[src/rtl/wm_phase_timer.sv]
// wm_phase_timer: per-phase countdown for the washer controller.
// Prescaled tick, mode scaling, lid pause, one-shot done pulse.
module wm_phase_timer #(
  parameter int TICK_DIV = 1000,
  parameter int CNT_W    = 12,
  parameter int SOAK_T   = 10,
  parameter int WASH_T   = 20,
  parameter int RINSE_T  = 15,
  parameter int SPIN_T   = 8
) (
  input  logic             clk,
  input  logic             rst_n,
  input  logic             timer_enable,
  input  logic [1:0]       phase_sel,
  input  logic             mode1,
  input  logic             mode2,
  input  logic             mode3,
  input  logic             lid,
  output logic             timer_done,
  output logic [CNT_W-1:0] remaining,
  output logic             running,
  output logic             paused
);

  localparam int PW = (TICK_DIV > 1) ? $clog2(TICK_DIV) : 1;

  localparam logic [2:0] S_IDLE  = 3'd0;
  localparam logic [2:0] S_LOAD  = 3'd1;
  localparam logic [2:0] S_RUN   = 3'd2;
  localparam logic [2:0] S_PAUSE = 3'd3;
  localparam logic [2:0] S_DONE  = 3'd4;
  localparam logic [2:0] S_WAIT  = 3'd5;

  logic [2:0]       state;
  logic [1:0]       phase_q;
  logic [PW-1:0]    pre;
  logic [CNT_W-1:0] base;
  logic [CNT_W:0]   dbl;
  logic [CNT_W-1:0] scaled;
  logic             tick;
  logic             last;
  logic             ph_chg;

  // base duration of the requested phase
  always_comb begin
    base = '0;
    case (phase_sel)
      2'b00:   base = CNT_W'(SOAK_T);
      2'b01:   base = CNT_W'(WASH_T);
      2'b10:   base = CNT_W'(RINSE_T);
      default: base = CNT_W'(SPIN_T);
    endcase
  end

  // mode scaling by priority, saturating double, never zero
  always_comb begin
    dbl    = {1'b0, base} << 1;
    scaled = base;
    case (1'b1)
      mode3:   scaled = base >> 1;
      mode2:   scaled = dbl[CNT_W] ? '1 : dbl[CNT_W-1:0];
      mode1:   scaled = base;
      default: scaled = base;
    endcase
    if (scaled == '0)
      scaled = CNT_W'(1);
  end

  // prescaler wrap and final-tick detection
  always_comb begin
    tick   = (pre == PW'(TICK_DIV - 1));
    last   = tick && (remaining == CNT_W'(1));
    ph_chg = (phase_sel != phase_q);
  end

  // phase state machine, prescaler and remaining counter
  always_ff @(posedge clk or negedge rst_n) begin
    if (!rst_n) begin
      state     <= S_IDLE;
      phase_q   <= '0;
      pre       <= '0;
      remaining <= '0;
    end else begin
      case (state)
        S_IDLE: begin
          if (timer_enable)
            state <= S_LOAD;
        end
        S_LOAD: begin
          phase_q   <= phase_sel;
          remaining <= scaled;
          pre       <= '0;
          state     <= S_RUN;
        end
        S_RUN, S_PAUSE: begin
          if (!timer_enable) begin
            state     <= S_IDLE;
            remaining <= '0;
          end else if (state == S_RUN && ph_chg) begin
            state <= S_LOAD;
          end else if (lid) begin
            state <= S_PAUSE;
          end else if (tick) begin
            pre       <= '0;
            remaining <= remaining - CNT_W'(1);
            state     <= last ? S_DONE : S_RUN;
          end else begin
            pre   <= pre + PW'(1);
            state <= S_RUN;
          end
        end
        S_DONE: begin
          remaining <= '0;
          if (!timer_enable)
            state <= S_IDLE;
          else if (ph_chg)
            state <= S_LOAD;
          else
            state <= S_WAIT;
        end
        S_WAIT: begin
          if (!timer_enable)
            state <= S_IDLE;
          else if (ph_chg)
            state <= S_LOAD;
        end
        default: state <= S_IDLE;
      endcase
    end
  end

  // status decoded from registered state only
  always_comb begin
    timer_done = (state == S_DONE);
    running    = (state == S_LOAD) || (state == S_RUN);
    paused     = (state == S_PAUSE);
  end

endmodule

[config.mk]
export PLATFORM = sky130hd
export DESIGN_NAME = wm_phase_timer
export DESIGN_NICKNAME = d
export VERILOG_FILES = /design/src/rtl/wm_phase_timer.sv
export SDC_FILE = /design/constraint.sdc
export NUM_CORES = 1
export LEC_CHECK = 0
export ABC_AREA = 0
export CORE_ASPECT_RATIO = 0.5
export CORE_MARGIN = 10
export CORE_UTILIZATION = 59
export CTS_CLUSTER_SIZE = 14
export DETAILED_ROUTE_END_ITERATION = 12
export PLACE_DENSITY = 0.85
export SYNTH_ARGS = -nofsm -noshare
export SYNTH_HDL_FRONTEND = slang
export SYNTH_SLANG_ARGS = --single-unit
[constraint.sdc]
create_clock -name clk -period 6.66 [get_ports clk]
set_clock_uncertainty 0.1 [all_clocks]
set_input_delay 1.332 -clock clk [delete_from_list [all_inputs] [get_ports clk]]
set_output_delay 1.332 -clock clk [all_outputs]
set_load 0.01 [all_outputs]
Word level (Yosys, flattened, before mapping) --
Cells that the tools add are included. Widths: inputs -> output; s select.
Storage, ports and cells: flip-flop bits (word level) 27, latch bits 0, bits in writable memories 0, bits in read-only memories 0, output and inout port bits 15, memories 0
Operators by class: $add $sub $neg 2, multipliers 0, div/mod/pow operators 0, magnitude comparators 0, equal/unequal tests 18, shift-type cells 0, muxes and demuxes 26, bitwise gates (word level) 0, reductions and logical operators 12
Operator list (number):
- $mux 12 | 8
- $mux 10 | 4
- $pmux 12 s3 | 1
- $mux 3 | 10
- $pmux 10 s2 | 1
- $pmux 3 s5 | 1
- $pmux 5 s3 | 1
- $eq 12x1->1 const B | 1
- $logic_not 12->1 | 1
- $ne 3x3->1 const B | 4
- $sub 12x1->12 const B | 1
- $add 10x1->10 const B | 1
- $eq 10x10->1 const B | 1
- $ne 2x2->1 const B | 4
- $reduce_and 4->1 | 2
- $eq 3x2->1 const B | 2
- $eq 3x3->1 const B | 2
- $eq 3x1->1 const B | 1
- $logic_not 3->1 | 1
- $reduce_bool 3->1 | 1
- $eq 2x1->1 const B | 1
- $eq 2x2->1 const B | 1
- $logic_and 1x1->1 | 2
- $logic_not 2->1 | 1
- other kinds (5) | 5

Logic depth before layout (Yosys ltp) --
Gate-level depths: netlist (run 1).
depth in word-level cells 8, mapped depth 7, gate-level depth less buffers 7

Worst setup path before layout (run 1) --
OpenSTA, ideal clock, no wires.
path type input to register, from input lid, to register remaining[10], arrival 3.030 ns, data required time 6.483 ns, setup slack 3.453 ns, cell stages on the path 5, buffers on the path 1, cell sequence or4_1 -> or4_1 -> clkbuf_2 -> or4_1 -> a21oi_1
On the way: cells in the longest elaborated chain, start to end 2
Ends and longest elaborated chain:
- start, declared | line 18 | input logic lid,
- $ne 3x3->1 (no source line)
- $reduce_and 4->1 (no source line)
- end signal, assigned | line 91 | remaining <= scaled;
- end signal, assigned | line 105 | remaining <= remaining - CNT_W'(1);
- end, declared | line 20 | output logic [CNT_W-1:0] remaining,
Every way passes these cells. A chain may end at the register's enable or synchronous reset.

Final worst setup path (run 1) --
from input phase_sel[0], to register remaining[8]
On the way: cells in the longest elaborated chain, start to end 8
Ends and longest elaborated chain:
- start, declared | line 14 | input logic [1:0] phase_sel,
- $eq 2x2->1 (tied with other cells) | line 47 | case (phase_sel)
- $pmux 5 s3 | line 47
- $mux 12 | line 61 | mode2: scaled = dbl[CNT_W] ? '1 : dbl[CNT_W-1:0];
- $mux 12 (2 in series) | line 59 | case (1'b1)
- $logic_not 12->1 | line 65 | if (scaled == '0)
- $mux 12 | line 65
- $pmux 12 s3 | line 84 | case (state)
Parallel ways exist; a longest one is shown, timed or not.

==> run metrics, run 1 <==
status=finished, final reports clean; Synthesized Nets=221; CTS tree=built; Nets=241; vias in the first global route=1614; Critical Path End Type=flip-flop; Post-synth EDFFs=0; Min Hold Slack=0.4312 ns; Worst-Margin Slew=0.8345 ns; routability cong.=0.8116; Slew headroom=43.89%; # resized after CTS=0; clk_lat worst skew=0.28 ns; pwr dens=314.8 mW/mm²; worst hold path stage count=1; Final period util=54.28%; startpoint type of the worst setup path=input port; Max Freq=276.6 MHz; Initial Util=61.03%; H-tree depth=1; Mapped Cells=205; Buffers on Ports=22; antenna-violating nets left=0; root buffer cell=clkbuf_8; die extent in x=98.26 µm; layout cells sized above 1=5.357%; cts-stage hold buffer count=0; global route total overflow=0; worst-path fanout max=7; RSZ-0062 raised after global routing=false; global-route usage over all layers=14.35%; cell mode on critical path=or4_1; Top FF cell, synth=dfrtp_1; R2R Path End=remaining[8]; final-report setup violation count=0; RR Startpoint=pre[0]; final count of hold timing violations=0; max-slew violation count=0; WP depth=6; Num CTS Buffers=3; detail-routed net length per standard cell=15.83 µm; R2R setup slack=3.93 ns; drt first pass iters=4; core area=0.002960 mm²; DRC viols=0; Tot Pwr=656.2 µW; Final Util=70.41%; area grow syn2layout=15.37%; final instance area=0.002085 mm²; Antenna Cells=0; Reg clk slew, reported paths=0.10 ns; worst r2r path cells=6; Max clock buf depth=2; first-pass GRT wire length=7141 µm; Filler cells=232; setup repair bufs after CTS=0; Leakage Power=0.8898 nW; Die H=59.13 µm; worst path bufs/invs=1; share of synthesized flip-flops with an asynchronous set or reset=100.0%; synth warn=0; TNS Setup=0 ns; full die area=0.005810 mm²; worst setup path startpoint=phase_sel[0]; post-DP HPWL=3095 µm; worst vdd ir=0.0002213 V; DP Area=0.002038 mm²; Sink Count=27; Max stage delay on crit path=0.65 ns; Critical Path Slowest Stage Cell=or4_1; total number of vias=1630; FF+latch count, synth=27; drt initial violations=108; initial antenna violation count=0; Post-Syn Area=0.001807 mm²; worst endpoint required time=6.77 ns; worst path cell trace=clkdlybuf4s50_1 -> xnor2_1 -> a211oi_1 -> or4_1 -> or4_1 -> a21oi_1; hold wc startpoint=pre[4]; Syn Area/Cell=8.813 µm²; IO Pins=24; drt via density=6.174; largest net degree at the start of global routing=28; count of cell types in the netlist=49; top cell family by delay on the critical path=simple AND/OR/NAND/NOR gates; worst min path class=flip-flop to flip-flop; row count=14; Max Cap Viol=0; end point of the critical path=remaining[8]; Arrival @ worst endpoint=3.72 ns; final wirelength=4180 µm; WS Path Type=input port to flip-flop; Seq/Total Area, Yosys=37.40%; Final Critical Period=3.615 ns
==> power breakdown <==
part	switching [mW]	total, mW	internal (mW)
Clock	0.0532	0.0952	0.0420
Combinational	0.178	0.318	0.141
Sequential	0.0459	0.243	0.197
==> how the worst min path moves through the flow <==
stage / end / slack (ns)
finish: pre[4] / 0.43
global route: pre[4] / 0.46
CTS: pre[4] / 0.43
detailed placement: pre[4] / 0.41
global placement: pre[4] / 0.40
floorplan: pre[4] / 0.37
==> placed cells by master (no fill, tap or decap), types with 3 or more instances in the layout <==
cell type	instances
a211o_1	3
a21oi_1	10
nor2_1	23
and3_1	3
inv_1	10
xnor2_1	4
o31ai_1	8
a22o_1	5
or4_1	5
clkbuf_8	3
o21ai_0	14
and2_1	4
nor3_1	3
or3_1	3
nand2b_1	11
nand2_1	9
a31oi_1	3
o21a_1	3
a211oi_1	3
dfrtp_1	27
ha_1	7
clkdlybuf4s50_1	22
nand3_1	4
==> routing by layer <==
| metal | vias up | GRT usage [%] | part of all wire (%) | wire (µm) |
|---|---|---|---|---|
| met1 | 795 | 16.47 | 45 | 1876 |
| li1 | 791 | - | - | - |
| met3 | 6 | 3.609 | 5.2 | 218 |
| met5 | - | 0 | 0 | 0 |
| met2 | 38 | 26.36 | 49 | 2035 |
| met4 | 0 | 4.057 | 1.2 | 50 |
==> registers in the layout, indices dropped and copies added, names as in the netlist <==
signal and count:
phase_q 2, pre 10, remaining 12, state 3
==> logic make-up after synthesis <==
group | Yosys count | synth area share, %
XOR/XNOR | 6 | 2.909
AND/OR/NAND/NOR | 82 | 25.14
flip-flops | 27 | 37.40
buffers and inverters | 18 | 4.640
AO/OA/AOI/OAI | 63 | 23.82
adder cells (fa/ha/maj) | 7 | 4.847
multiplexers | 2 | 1.246
==> stage by stage <==
stage,std cells,worst slack [ns]
floorplan,205,3.453
global placement,260,2.848
detailed placement,260,2.768
CTS,264,3.076
global route,264,2.859
finish,264,3.045
==> cell type report <==
class | count | area (µm²) | share of cell area (%)
Multi-Input combinational cell | 160 | 1047 | 50.24
Sequential cell | 27 | 675.6 | 32.41
Timing Repair Buffer | 23 | 227.7 | 10.92
Tap cell | 40 | 50.05 | 2.401
Clock buffer | 3 | 41.29 | 1.981
Inverter | 10 | 37.54 | 1.801
Clock inverter | 1 | 5.005 | 0.2401
==> worst register-to-register path, delay by kind of cell, from the launching register on <==
family                   cells  cell delay [ns]
adder cells (fa/ha/maj)      1             0.23
flip-flops                   1             0.41
AND/OR/NAND/NOR              4             1.76
AO/OA/AOI/OAI                1             0.15
==> Yosys cell counts, drive strengths merged (3+ instances only) <==
cell / number / share of area (%)
dfrtp: 27 / 37
nor2: 23 / 4.8
o21ai: 14 / 3.9
nand2b: 11 / 3.8
a21oi: 10 / 2.8
inv: 10 / 2.1
nand2: 9 / 1.9
o31ai: 8 / 3.3
ha: 7 / 4.8
clkbuf: 6 / 1.3
a22o: 5 / 2.4
and2: 5 / 1.8
or4: 5 / 2.1
nand3: 4 / 1.1
xnor2: 4 / 1.9
a211o: 3 / 1.5
a211oi: 3 / 1.2
a31oi: 3 / 1.0
and3: 3 / 1.0
nor3: 3 / 0.83
o21a: 3 / 1.2
or3: 3 / 1.0
Power figures use the tool's default switching activity.
==> run 2, diff against run 1 <==
- CORE_UTILIZATION: 59 -> 49
- PLACE_DENSITY: 0.85 -> 0.75
- clock period: 6.66 -> 2.95 ns (I/O delays scaled with it)
==> run 2 against run 1 <==
Effect of this change:
- register-to-register slack worse by 3.7 ns
- cell count up 7.6%
- non-clock buffer count up 9
- global-route usage down 1.6 points
- worst setup slack worse by 2.8 ns
- wire length up 2.9%
- flip-flop and latch count unchanged
- critical path type unchanged
- critical endpoint unchanged
- largest power group unchanged
==> run metrics, run 2 (synthesized netlist as in run 1, its figures left out) <==
status=finished, final reports clean (unchanged); Sw Pwr=635.6 µW (was 276.7 µW); WS Path Type=input port to flip-flop (unchanged); DRC viols=0 (unchanged); Leakage Power=0.9322 nW (was 0.8898 nW); detail-routed net length per standard cell=15.14 µm (was 15.83 µm); worst endpoint required time=3.07 ns (was 6.77 ns); Sw Ratio=41.49% (was 42.17%); CTS tree=built (unchanged); final count of hold timing violations=0 (unchanged); most frequent cells in the layout=dfrtp_1 (27), nor2_1 (23), clkdlybuf4s50_1 (22) (unchanged); Buffers on Ports=22 (unchanged); worst setup margin=0.2350 ns (was 3.045 ns); drt via density=5.764 (was 6.174); Reg with most FFs=remaining (unchanged); Initial Util=51.76% (was 61.03%); Nets=250 (was 241); metal2 WL=1956 µm (was 2035 µm); setup repair bufs after CTS=0 (unchanged); startpoint type of the worst setup path=input port (unchanged); RSZ-0062 raised after global routing=false (unchanged); Tot Pwr=1.532 mW (was 656.2 µW); post-DP HPWL=3222 µm (was 3095 µm); initial antenna violation count=0 (unchanged); worst vdd ir=0.0003089 V (was 0.0002213 V); layout cells sized above 1=9.013% (was 5.357%); Sink Count=27 (unchanged); H-tree depth=1 (unchanged); pwr dens=707.4 mW/mm² (was 314.8 mW/mm²); commonest non-fill, non-tap cell in the layout=dfrtp_1 (unchanged); global-route usage over all layers=12.78% (was 14.35%); final-report setup violation count=0 (unchanged); area grow syn2layout=19.88% (was 15.37%); Worst-Margin Slew=0.5619 ns (was 0.8345 ns); TNS Setup=0 ns (unchanged); cts-stage hold buffer count=0 (unchanged); drt initial violations=86 (was 108); final instance area=0.002166 mm² (was 0.002085 mm²); antenna-violating nets left=0 (unchanged); Filler cells=322 (was 232); Largest regs=remaining: 12 flops, pre: 10 flops, state: 3 flops (unchanged); worst r2r path cells=6 (unchanged); total number of vias=1637 (was 1630); root buffer cell=clkbuf_8 (unchanged); worst-path fanout max=6 (was 7); Setup Slack @ Placement=-0.06738 ns (was 2.768 ns); worst min path class=flip-flop to flip-flop (unchanged); Die H=62.94 µm (was 59.13 µm); multi-input logic area=0.001047 mm² (unchanged); full die area=0.006663 mm² (was 0.005810 mm²); Critical Path End Type=flip-flop (unchanged); Reg clk slew, reported paths=0.10 ns (about the same); Num CTS Buffers=3 (unchanged); routability cong.=0.8709 (was 0.8116); Max Freq=368.3 MHz; final wirelength=4301 µm (was 4180 µm); worst hold path stage count=1 (unchanged); DRT met1 WL=2025 µm (was 1876 µm); register share of total power=35.7% (was 37.0%); Slew headroom=62.20% (was 43.89%); drt first pass iters=4 (unchanged); Clk pwr share=14.5% (about the same); IO Pins=24 (unchanged); largest net degree at the start of global routing=28 (unchanged); Int Pwr=896.4 µW (was 379.5 µW); Arrival @ worst endpoint=2.84 ns (was 3.72 ns); Max Cap Viol=0 (unchanged); FF+latch area=675.6 µm² (unchanged); Gate power share=49.8% (was 48.5%); Largest register FFs=12 (unchanged); Final period util=92.03%; DP Area=0.002120 mm² (was 0.002038 mm²); top sig layer=met4 (unchanged); Detail Route met3 WL=235 µm (was 218 µm); Antenna Cells=0 (unchanged); Max clock buf depth=2 (unchanged); max-slew violation count=0 (unchanged); row count=15 (was 14); clk_lat worst skew=0.29 ns (was 0.28 ns); global route total overflow=0 (unchanged); core area=0.003491 mm² (was 0.002960 mm²); first-pass GRT wire length=7155 µm (was 7141 µm); die extent in x=105.9 µm (was 98.26 µm); Final Critical Period=2.715 ns; # resized after CTS=0 (unchanged); Final Util=62.04% (was 70.41%); vias in the first global route=1551 (was 1614)
==> run 2: cell type report <==
class                      count  area share (%)
sequential                    27           31.20
multi-input combinational    160           48.35
inverter                      10           1.733
timing repair buffer          32           13.63
tap                           51           2.946
clock inverter                 1          0.2311
clock buffer                   3           1.906
==> run 2: layer usage <==
metal  track usage (%)  up-vias
li1                  -      816
met1             15.62      762
met2             20.78       48
met3             3.601       11
met4             4.866        0
met5                 0        -
==> run 2: critical path: stages <==
cell and delay, ns:
clkdlybuf4s50_1 0.46, or4_1 0.57, or4_1 0.64, or4_1 0.43, a21oi_1 0.15
==> run 2: power groups by stage <==
stage	clock, mW	sequential [mW]	combinational [mW]
after floorplan	0	0.533	0.508
after global placement	0	0.547	0.743
after detailed placement	0	0.554	0.761
after CTS	0.228	0.546	0.767
after global routing	0.241	0.563	0.847
final	0.223	0.547	0.763
==> run 2: worst paths after layout <==
check | from | end | slack (ns)
max | lid | remaining[8] | 0.24
min | phase_q[1] | phase_q[1] | 0.44
max reg2reg | pre[0] | remaining[8] | 0.27
min reg2reg | phase_q[1] | phase_q[1] | 0.44
max in group asynchronous | rst_n | pre[9] | 1.92
min in group asynchronous | rst_n | state[1] | 0.56
==> run 2: stage by stage <==
| step | hold WS, ns | cells |
|---|---|---|
| 6_report | 0.4398 | 284 |
| 5_1_grt | 0.4584 | 284 |
| 4_1_cts | 0.4329 | 284 |
| 3_5_place_dp | 0.4178 | 280 |
| 3_3_place_gp | 0.4002 | 280 |
| 2_1_floorplan | 0.1944 | 205 |
